## config.mk

```make
export PLATFORM = sky130hd
export DESIGN_NAME = pong_score_keeper
export DESIGN_NICKNAME = d
export VERILOG_FILES = /design/src/rtl/pong_score_keeper.sv
export SDC_FILE = /design/constraint.sdc
export NUM_CORES = 1
export LEC_CHECK = 0
export ABC_AREA = 0
export CORE_AREA = 2 2 80 101
export CTS_BUF_LIST = sky130_fd_sc_hd__clkbuf_4 sky130_fd_sc_hd__clkbuf_8 sky130_fd_sc_hd__clkbuf_16
export DETAILED_ROUTE_END_ITERATION = 8
export DIE_AREA = 0 0 82 103
export PLACE_DENSITY_LB_ADDON = 0.1
export SLEW_MARGIN = 20
export SYNTH_ARGS = -nofsm -noshare
export SYNTH_HDL_FRONTEND = slang
export SYNTH_SLANG_ARGS = --single-unit
```

## constraint.sdc

```tcl
create_clock -name clk -period 5.2 [get_ports clk]
set_input_delay 0.78 -clock clk [delete_from_list [all_inputs] [get_ports clk]]
set_output_delay 0.78 -clock clk [all_outputs]
set_load 0.03 [all_outputs]
```

## src/rtl/pong_score_keeper.sv

```systemverilog
// Score keeper for the pong game: BCD score pairs, serve hold-off timing,
// win detection and serve pulses back to the ball logic.
module pong_score_keeper #(
  parameter int WIN_SCORE      = 11,
  parameter int HOLDOFF_CYCLES = 25000000,
  parameter int CNT_W          = 25
) (
  input  logic       clk,
  input  logic       reset,
  input  logic       point_p1,
  input  logic       point_p2,
  input  logic       restart,
  output logic [3:0] first_1,
  output logic [3:0] first_0,
  output logic [3:0] second_1,
  output logic [3:0] second_0,
  output logic       serve,
  output logic       serve_dir,
  output logic       game_over,
  output logic [1:0] winner
);

  typedef enum logic [1:0] {
    ST_HOLDOFF   = 2'd0,
    ST_PLAY      = 2'd1,
    ST_GAME_OVER = 2'd2
  } state_e;

  localparam logic [CNT_W-1:0] RELOAD   = CNT_W'(HOLDOFF_CYCLES - 1);
  localparam logic [3:0]       WIN_TENS = 4'(WIN_SCORE / 10);
  localparam logic [3:0]       WIN_ONES = 4'(WIN_SCORE % 10);

  state_e           state_q;
  logic [CNT_W-1:0] cnt_q;
  logic [3:0]       p1_tens_q, p1_ones_q, p2_tens_q, p2_ones_q;
  logic             serve_q, serve_dir_q, game_over_q;
  logic [1:0]       winner_q;

  logic [3:0]       p1_tens_d, p1_ones_d, p2_tens_d, p2_ones_d;
  logic             p1_wins, p2_wins;

  // Two-digit BCD increment; 99 saturates rather than wrapping.
  function automatic logic [7:0] bcd_inc(input logic [3:0] tens, input logic [3:0] ones);
    logic [7:0] r;
    if (ones != 4'd9)      r = {tens, ones + 4'd1};
    else if (tens != 4'd9) r = {tens + 4'd1, 4'd0};
    else                   r = {tens, ones};
    return r;
  endfunction

  always_comb begin
    {p1_tens_d, p1_ones_d} = bcd_inc(p1_tens_q, p1_ones_q);
    {p2_tens_d, p2_ones_d} = bcd_inc(p2_tens_q, p2_ones_q);
    p1_wins = (p1_tens_d == WIN_TENS) && (p1_ones_d == WIN_ONES);
    p2_wins = (p2_tens_d == WIN_TENS) && (p2_ones_d == WIN_ONES);
  end

  always_ff @(posedge clk or negedge reset) begin
    if (!reset) begin
      state_q     <= ST_HOLDOFF;
      cnt_q       <= RELOAD;
      p1_tens_q   <= 4'd0;
      p1_ones_q   <= 4'd0;
      p2_tens_q   <= 4'd0;
      p2_ones_q   <= 4'd0;
      serve_q     <= 1'b0;
      serve_dir_q <= 1'b0;
      game_over_q <= 1'b0;
      winner_q    <= 2'b00;
    end else begin
      serve_q <= 1'b0;
      if (restart) begin
        state_q     <= ST_HOLDOFF;
        cnt_q       <= RELOAD;
        p1_tens_q   <= 4'd0;
        p1_ones_q   <= 4'd0;
        p2_tens_q   <= 4'd0;
        p2_ones_q   <= 4'd0;
        serve_dir_q <= 1'b0;
        game_over_q <= 1'b0;
        winner_q    <= 2'b00;
      end else begin
        case (state_q)
          ST_PLAY: begin
            // Simultaneous points are treated as a replay: no score, new serve.
            if (point_p1 && point_p2) begin
              state_q <= ST_HOLDOFF;
              cnt_q   <= RELOAD;
            end else if (point_p1) begin
              p1_tens_q   <= p1_tens_d;
              p1_ones_q   <= p1_ones_d;
              serve_dir_q <= 1'b1;
              if (p1_wins) begin
                state_q     <= ST_GAME_OVER;
                game_over_q <= 1'b1;
                winner_q    <= 2'b01;
              end else begin
                state_q <= ST_HOLDOFF;
                cnt_q   <= RELOAD;
              end
            end else if (point_p2) begin
              p2_tens_q   <= p2_tens_d;
              p2_ones_q   <= p2_ones_d;
              serve_dir_q <= 1'b0;
              if (p2_wins) begin
                state_q     <= ST_GAME_OVER;
                game_over_q <= 1'b1;
                winner_q    <= 2'b10;
              end else begin
                state_q <= ST_HOLDOFF;
                cnt_q   <= RELOAD;
              end
            end
          end
          ST_HOLDOFF: begin
            if (cnt_q == '0) begin
              state_q <= ST_PLAY;
              serve_q <= 1'b1;
            end else begin
              cnt_q <= cnt_q - CNT_W'(1);
            end
          end
          ST_GAME_OVER: ;
          default: begin
            state_q <= ST_HOLDOFF;
            cnt_q   <= RELOAD;
          end
        endcase
      end
    end
  end

  assign first_1   = p1_tens_q;
  assign first_0   = p1_ones_q;
  assign second_1  = p2_tens_q;
  assign second_0  = p2_ones_q;
  assign serve     = serve_q;
  assign serve_dir = serve_dir_q;
  assign game_over = game_over_q;
  assign winner    = winner_q;

endmodule

```

==> metrics.yaml, run 1 <==
status:
  status: "complete, no violations"
detailed_routing:
  drcViolationCount: 0
  ant_nets: 0
  wl_per_cell_um: 16.0
  vias_per_cell: 5.76
  drtIter0Drc: 120
  drtPass1Iterations: 4
  via_count: 2571
  wirelength_mm: 7.13
critical_path:
  reg2regPathDepth: 6
  reg2reg_setup_slack_ns: 2.15
  crit_required_ns: 5.43
  worstSetupPathType: "reg -> reg"
  r2r_start: "cnt_q[6]"
  arrival_ns: 3.27
  worst_setup_path_start_kind: "flop"
  rr_endpoint: "cnt_q[21]"
  cp_max_fo: 28
  end_kind: "flop"
timing:
  period_share: 0.586
  drv_slew: 0
  fin_setup_tns_ns: 0
  maxSlewHeadroom: 0.412
  period_needed_ns: 3.05
  finalHoldViolCount: 0
  rsz0062_at_grt: "false"
  clock_skew_ns: 0.0152
  worstMarginPinSlew_ns: 0.874
  max_freq_ghz: 0.328
  setup_slack_ns: 2.15
  setup-violations-final: 0
  holdWs_ns: 0.524
placed_design:
  post-place-cells: 438
  dp_slack_ns: 1.88
  gp_congestion: 0.806
  dp_hpwl_mm: 4.90
  io_buffers: 25
  placedInstanceArea_mm2: 0.00324
finish:
  n_antenna_cell: 0
  fin_cells: 446
  drive_above_1_share: 0.105
  final_cell_mix: "nor2_1 (36), dfrtp_1 (31), clkdlybuf4s50_1 (24)"
  utilization: 0.441
  fillers: 747
  final_common_cell: "nor2_1"
  syn2layout_area_growth_pct: 13.4
  num-nets-final: 365
  fin_area_mm2: 0.00334
clock_network:
  cts_hold_buffers: 0
  root_buffer: "clkbuf_8"
  cts_buffers: 5
  cts_resized: 0
  htree_levels: 2
  clock_sinks: 48
  clk_path_buf_depth: 2
  clkTransAtPathRegs_ns: 0.10
  cts_setup_buffers: 0
  clk-insertion-delay-late_ns: 0.31
  cts_tree: "built"
synth:
  synth_edf_count: 0
  yosys_warnings: 0
  synth_area_leaders: "dfrtp_1 (26%), dfstp_2 (15%), nor2_1 (4.6%), ha_1 (4.3%), a21oi_1 (3.9%)"
  ys_seq_elements: 48
  synth_area_mm2: 0.00294
  syn_nets: 347
  synth_cell_types: 51
  synthArstFlopShare: 1.00
  synth-seq-area-share: 0.415
  ys.flop_type: "dfrtp_1"
  syn-mean-instance-area_um2: 8.86
  syn_inst: 332
  synth_top_area_share: 0.264
  synth_top_cell_by_area: "dfrtp_1"
power_and_ir_drop:
  fin_total_pwr_mw: 0.698
  power.leakage_nw: 1.25
  vdd_drop_max_v: 0.000116
  power_density_mw_per_mm2: 209
global_routing:
  grt_antenna_before_repair: 0
  grt_pass1_vias: 2531
  grt_pass1_wl_mm: 12.0
  grtUsageTotal: 0.184
  grt_max_degree: 49
  gr-total-overflow: 0
die:
  dieArea_mm2: 0.00845
  io_pins: 26
  core_area_mm2: 0.00757
  rows: 36
  die_h_um: 103
  die_w_um: 82
  initial_utilization: 0.389
min_path:
  worst_hold_path_type: "reg -> reg"
  worstHoldStart: "game_over"
  hold_path_depth: 2
  hold_end: "game_over"
run:
  cap_violations: 0
==> critical path, cell delays in order (launching register included) <==
cell	delay (ns)
dfrtp_1	0.42
nor4_1	0.76
nand3_1	0.16
or3_1	0.55
a21oi_4	0.60
nor3_1	0.10
or3b_1	0.37
==> final cells by class <==
| class | count | area (um^2) | area share |
|---|---|---|---|
| multi-input cells | 261 | 1610 | 0.483 |
| repair buffers | 27 | 260 | 0.0780 |
| inverters | 7 | 26.3 | 0.00787 |
| well taps | 95 | 119 | 0.0356 |
| clock buffers | 7 | 90.1 | 0.0270 |
| clock inverters | 1 | 7.51 | 0.00225 |
| flip-flops and latches | 48 | 1220 | 0.366 |
==> how the worst max path moves through the flow <==
stage / start / endpoint / slack [ns] / cells past startpoint
finish: cnt_q[6] / cnt_q[21] / 2.15 / 6
global route: cnt_q[6] / cnt_q[21] / 1.87 / 6
CTS: cnt_q[6] / cnt_q[21] / 2.15 / 6
detailed placement: point_p1 / cnt_q[7] / 1.88 / 7
global placement: restart / cnt_q[10] / 1.96 / 7
floorplan: second_0[1] / cnt_q[6] / 2.44 / 9
==> Yosys cell counts, drive strengths merged (4+ instances only) <==
| master | number |
|---|---|
| nand3b | 5 |
| nand4 | 9 |
| a31oi | 11 |
| and2 | 5 |
| a21oi | 24 |
| o31ai | 10 |
| dfstp | 17 |
| ha | 10 |
| o21a | 4 |
| nand3 | 15 |
| clkbuf | 13 |
| nor3 | 16 |
| dfrtp | 31 |
| inv | 7 |
| o21ai | 17 |
| or3 | 17 |
| mux2i | 5 |
| nand2 | 21 |
| nor3b | 5 |
| or4 | 10 |
| nor2 | 36 |
| nor4 | 5 |
==> layer usage <==
metal,GRT usage,share of wire,vias up
li1,-,-,1263
met1,0.231,0.45,1232
met2,0.308,0.48,56
met3,0.0298,0.036,20
met4,0.0846,0.031,0
met5,0,0,-
==> state kept, by name (all words and copies together), names as in the netlist <==
name       flops
serve          1
winner         2
cnt_q         25
game_over      1
serve_dir      1
first_1        4
first_0        4
state_q        2
second_0       4
second_1       4
==> power by group <==
group	switching, mW	internal (mW)
Sequential	0.0101	0.391
Clock	0.131	0.114
Combinational	0.0343	0.0183
Total	0.175	0.523
==> cell families (layout without fill, tap and decap cells) <==
kind of cell    Yosys count  in the layout  share of synthesized area
compound gates           80             80                      0.176
xor+xnor                  4              4                     0.0119
fa+ha+maj                10             10                     0.0425
buf+inv                  23             42                     0.0370
flops                    48             48                      0.415
mux                       5              5                     0.0170
simple gates            162            162                      0.301
(Power assumes the default switching activity.)
==> run 2: changes to the inputs <==
Clock period 5.2 ns to 2.6 ns, I/O delays scaled along.
==> metrics.yaml, run 2 (synthesis gave the netlist of run 1 again) <==
status:
  status: "complete, no violations"
clock_network:
  clk-insertion-delay-late_ns: 0.31  # about the same
  cts_hold_buffers: 0  # unchanged
  clkTransAtPathRegs_ns: 0.10  # about the same
  root_buffer: "clkbuf_8"
  cts_buffers: 5  # unchanged
  htree_levels: 2  # unchanged
  clock_sinks: 48  # unchanged
  cts_tree: "built"
  clk_path_buf_depth: 2  # unchanged
critical_path:
  worstSetupPathType: "reg -> reg"
  critical_path_depth: 7  # +1
  reg2reg_setup_slack_ns: 0.10  # -2.05 ns
  end_kind: "flop"
  critPathTopFamily: "simple AND/OR/NAND/NOR gates"
  worst_setup_path_start_kind: "flop"
  arrival_ns: 2.75  # -0.52 ns
  path_cells: "or4_4, or3_4, or3_4, buf_4, and2_1, a31oi_1, o21a_1"
  cp_common_cell: "or3_4"
  cp_slowest_stage_delay_ns: 0.55  # -0.21 ns
  cpMaxStageDelayCell: "or4_4"
  cp_max_fo: 5  # -82%
  path_buf_inv: 1  # +1
  reg2regPathDepth: 7  # +1
  crit_required_ns: 2.85  # -2.58 ns
die:
  core_area_mm2: 0.00757  # unchanged
  initial_utilization: 0.389  # unchanged
  dieArea_mm2: 0.00845  # unchanged
  io_pins: 26  # unchanged
  rows: 36  # unchanged
  die_h_um: 103  # unchanged
  die_w_um: 82  # unchanged
finish:
  fin_cells: 468  # +4.9%
  final_common_cell: "nor2_1"
  final_cell_mix: "nor2_1 (36), dfrtp_1 (29), clkdlybuf4s50_1 (24)"
  fillers: 752  # +0.67%
  fin_area_mm2: 0.00354  # +6.0%
  num-nets-final: 387  # +6.0%
  multiInputGateArea_mm2: 0.00164  # +1.5%
  regMostFlops: "cnt_q"
  largest_reg_flops: 25  # unchanged
  utilization: 0.467  # +0.0263
  n_antenna_cell: 0  # unchanged
  drive_above_1_share: 0.177  # +0.0715
  register_area_mm2: 0.00122  # +0.20%
  syn2layout_area_growth_pct: 20.2
timing:
  rsz0062_at_grt: "false"
  holdWs_ns: 0.165  # -0.359 ns
  drv_slew: 0  # unchanged
  worstMarginPinSlew_ns: 0.691  # -0.183 ns
  maxSlewHeadroom: 0.538  # +0.126
  fin_setup_tns_ns: 0  # unchanged
  clock_skew_ns: 0.00836  # -0.00689 ns
  period_needed_ns: 2.50  # -0.553 ns
  setup-violations-final: 0  # unchanged
  period_share: 0.960  # +0.374
  max_freq_ghz: 0.401  # +22%
  finalHoldViolCount: 0  # unchanged
  setup_slack_ns: 0.104  # -2.05 ns
global_routing:
  grt_max_degree: 49  # unchanged
  grt_pass1_wl_mm: 12.1  # about the same
  grt_pass1_vias: 2529  # -0.079%
  grt_antenna_before_repair: 0  # unchanged
  use_met1: 0.239  # +0.00742
  use_met2: 0.310  # +0.00125
  grtUsageTotal: 0.184  # about the same
  grt.met3_usage: 0.0254  # -0.00438
  gr-total-overflow: 0  # unchanged
  top_usage_layer: "met2"
detailed_routing:
  ant_nets: 0  # unchanged
  drtIter0Drc: 109  # -9.2%
  drtPass1Iterations: 4  # unchanged
  drcViolationCount: 0  # unchanged
  vias_per_cell: 5.65  # -2.0%
  via_count: 2643  # +2.8%
  wl_per_cell_um: 15.6  # -2.1%
  wirelength_mm: 7.32  # +2.7%
placed_design:
  gp_congestion: 0.806  # about the same
  dp_slack_ns: 0.0310  # -1.85 ns
  post-place-cells: 459  # +4.8%
  placedInstanceArea_mm2: 0.00343  # +5.9%
  dp_hpwl_mm: 5.24  # +7.1%
  io_buffers: 25  # unchanged
power_and_ir_drop:
  power.leakage_nw: 1.37  # +9.2%
  fin_total_pwr_mw: 1.40  # +100%
  power_density_mw_per_mm2: 395  # +89%
  vdd_drop_max_v: 0.000275  # +140%
run:
  cap_violations: 0  # unchanged
min_path:
  worst_hold_path_type: "in -> async"
==> run 2: layer usage <==
metal	up-vias	wire length, um
li1	1316	-
met1	1277	3480
met2	39	3530
met3	11	187
met4	0	127
met5	-	0
==> run 2: worst paths after layout <==
kind	to	startpoint
worst max register to register	cnt_q[2]	cnt_q[17]
worst max-delay path	cnt_q[2]	cnt_q[17]
min in group clk	game_over	game_over
max in group asynchronous	second_0[0]	reset
worst min register to register	game_over	game_over
worst min-delay path	first_1[3]	reset
==> run 2: layout make-up <==
cell class                      count  area share
Multi-Input combinational cell    261       0.462
Inverter                            7     0.00743
Sequential cell                    48       0.346
Timing Repair Buffer               49       0.124
Clock buffer                        6      0.0234
Tap cell                           95      0.0336
Clock inverter                      2     0.00283
==> run 2: timing repair <==
item,4_1_cts,5_1_grt
setup buffers,0,1
resized for setup,0,3
setup endpoints to repair,0,10
endpoints found under the hold margin,0,0
==> run 2: report_power, final <==
part	internal [mW]	total (mW)	switching, mW
Combinational	0.0416	0.112	0.0702
Sequential	0.782	0.805	0.0232
Clock	0.213	0.481	0.267
Total	1.04	1.40	0.361
==> run 3: changes to the inputs <==
Settings changed: SKIP_CTS_REPAIR_TIMING set to 1, TNS_END_PERCENT set to 100.
==> results of run 3 <==
No change in the layout: final DEF, timing and power equal those of run 2.
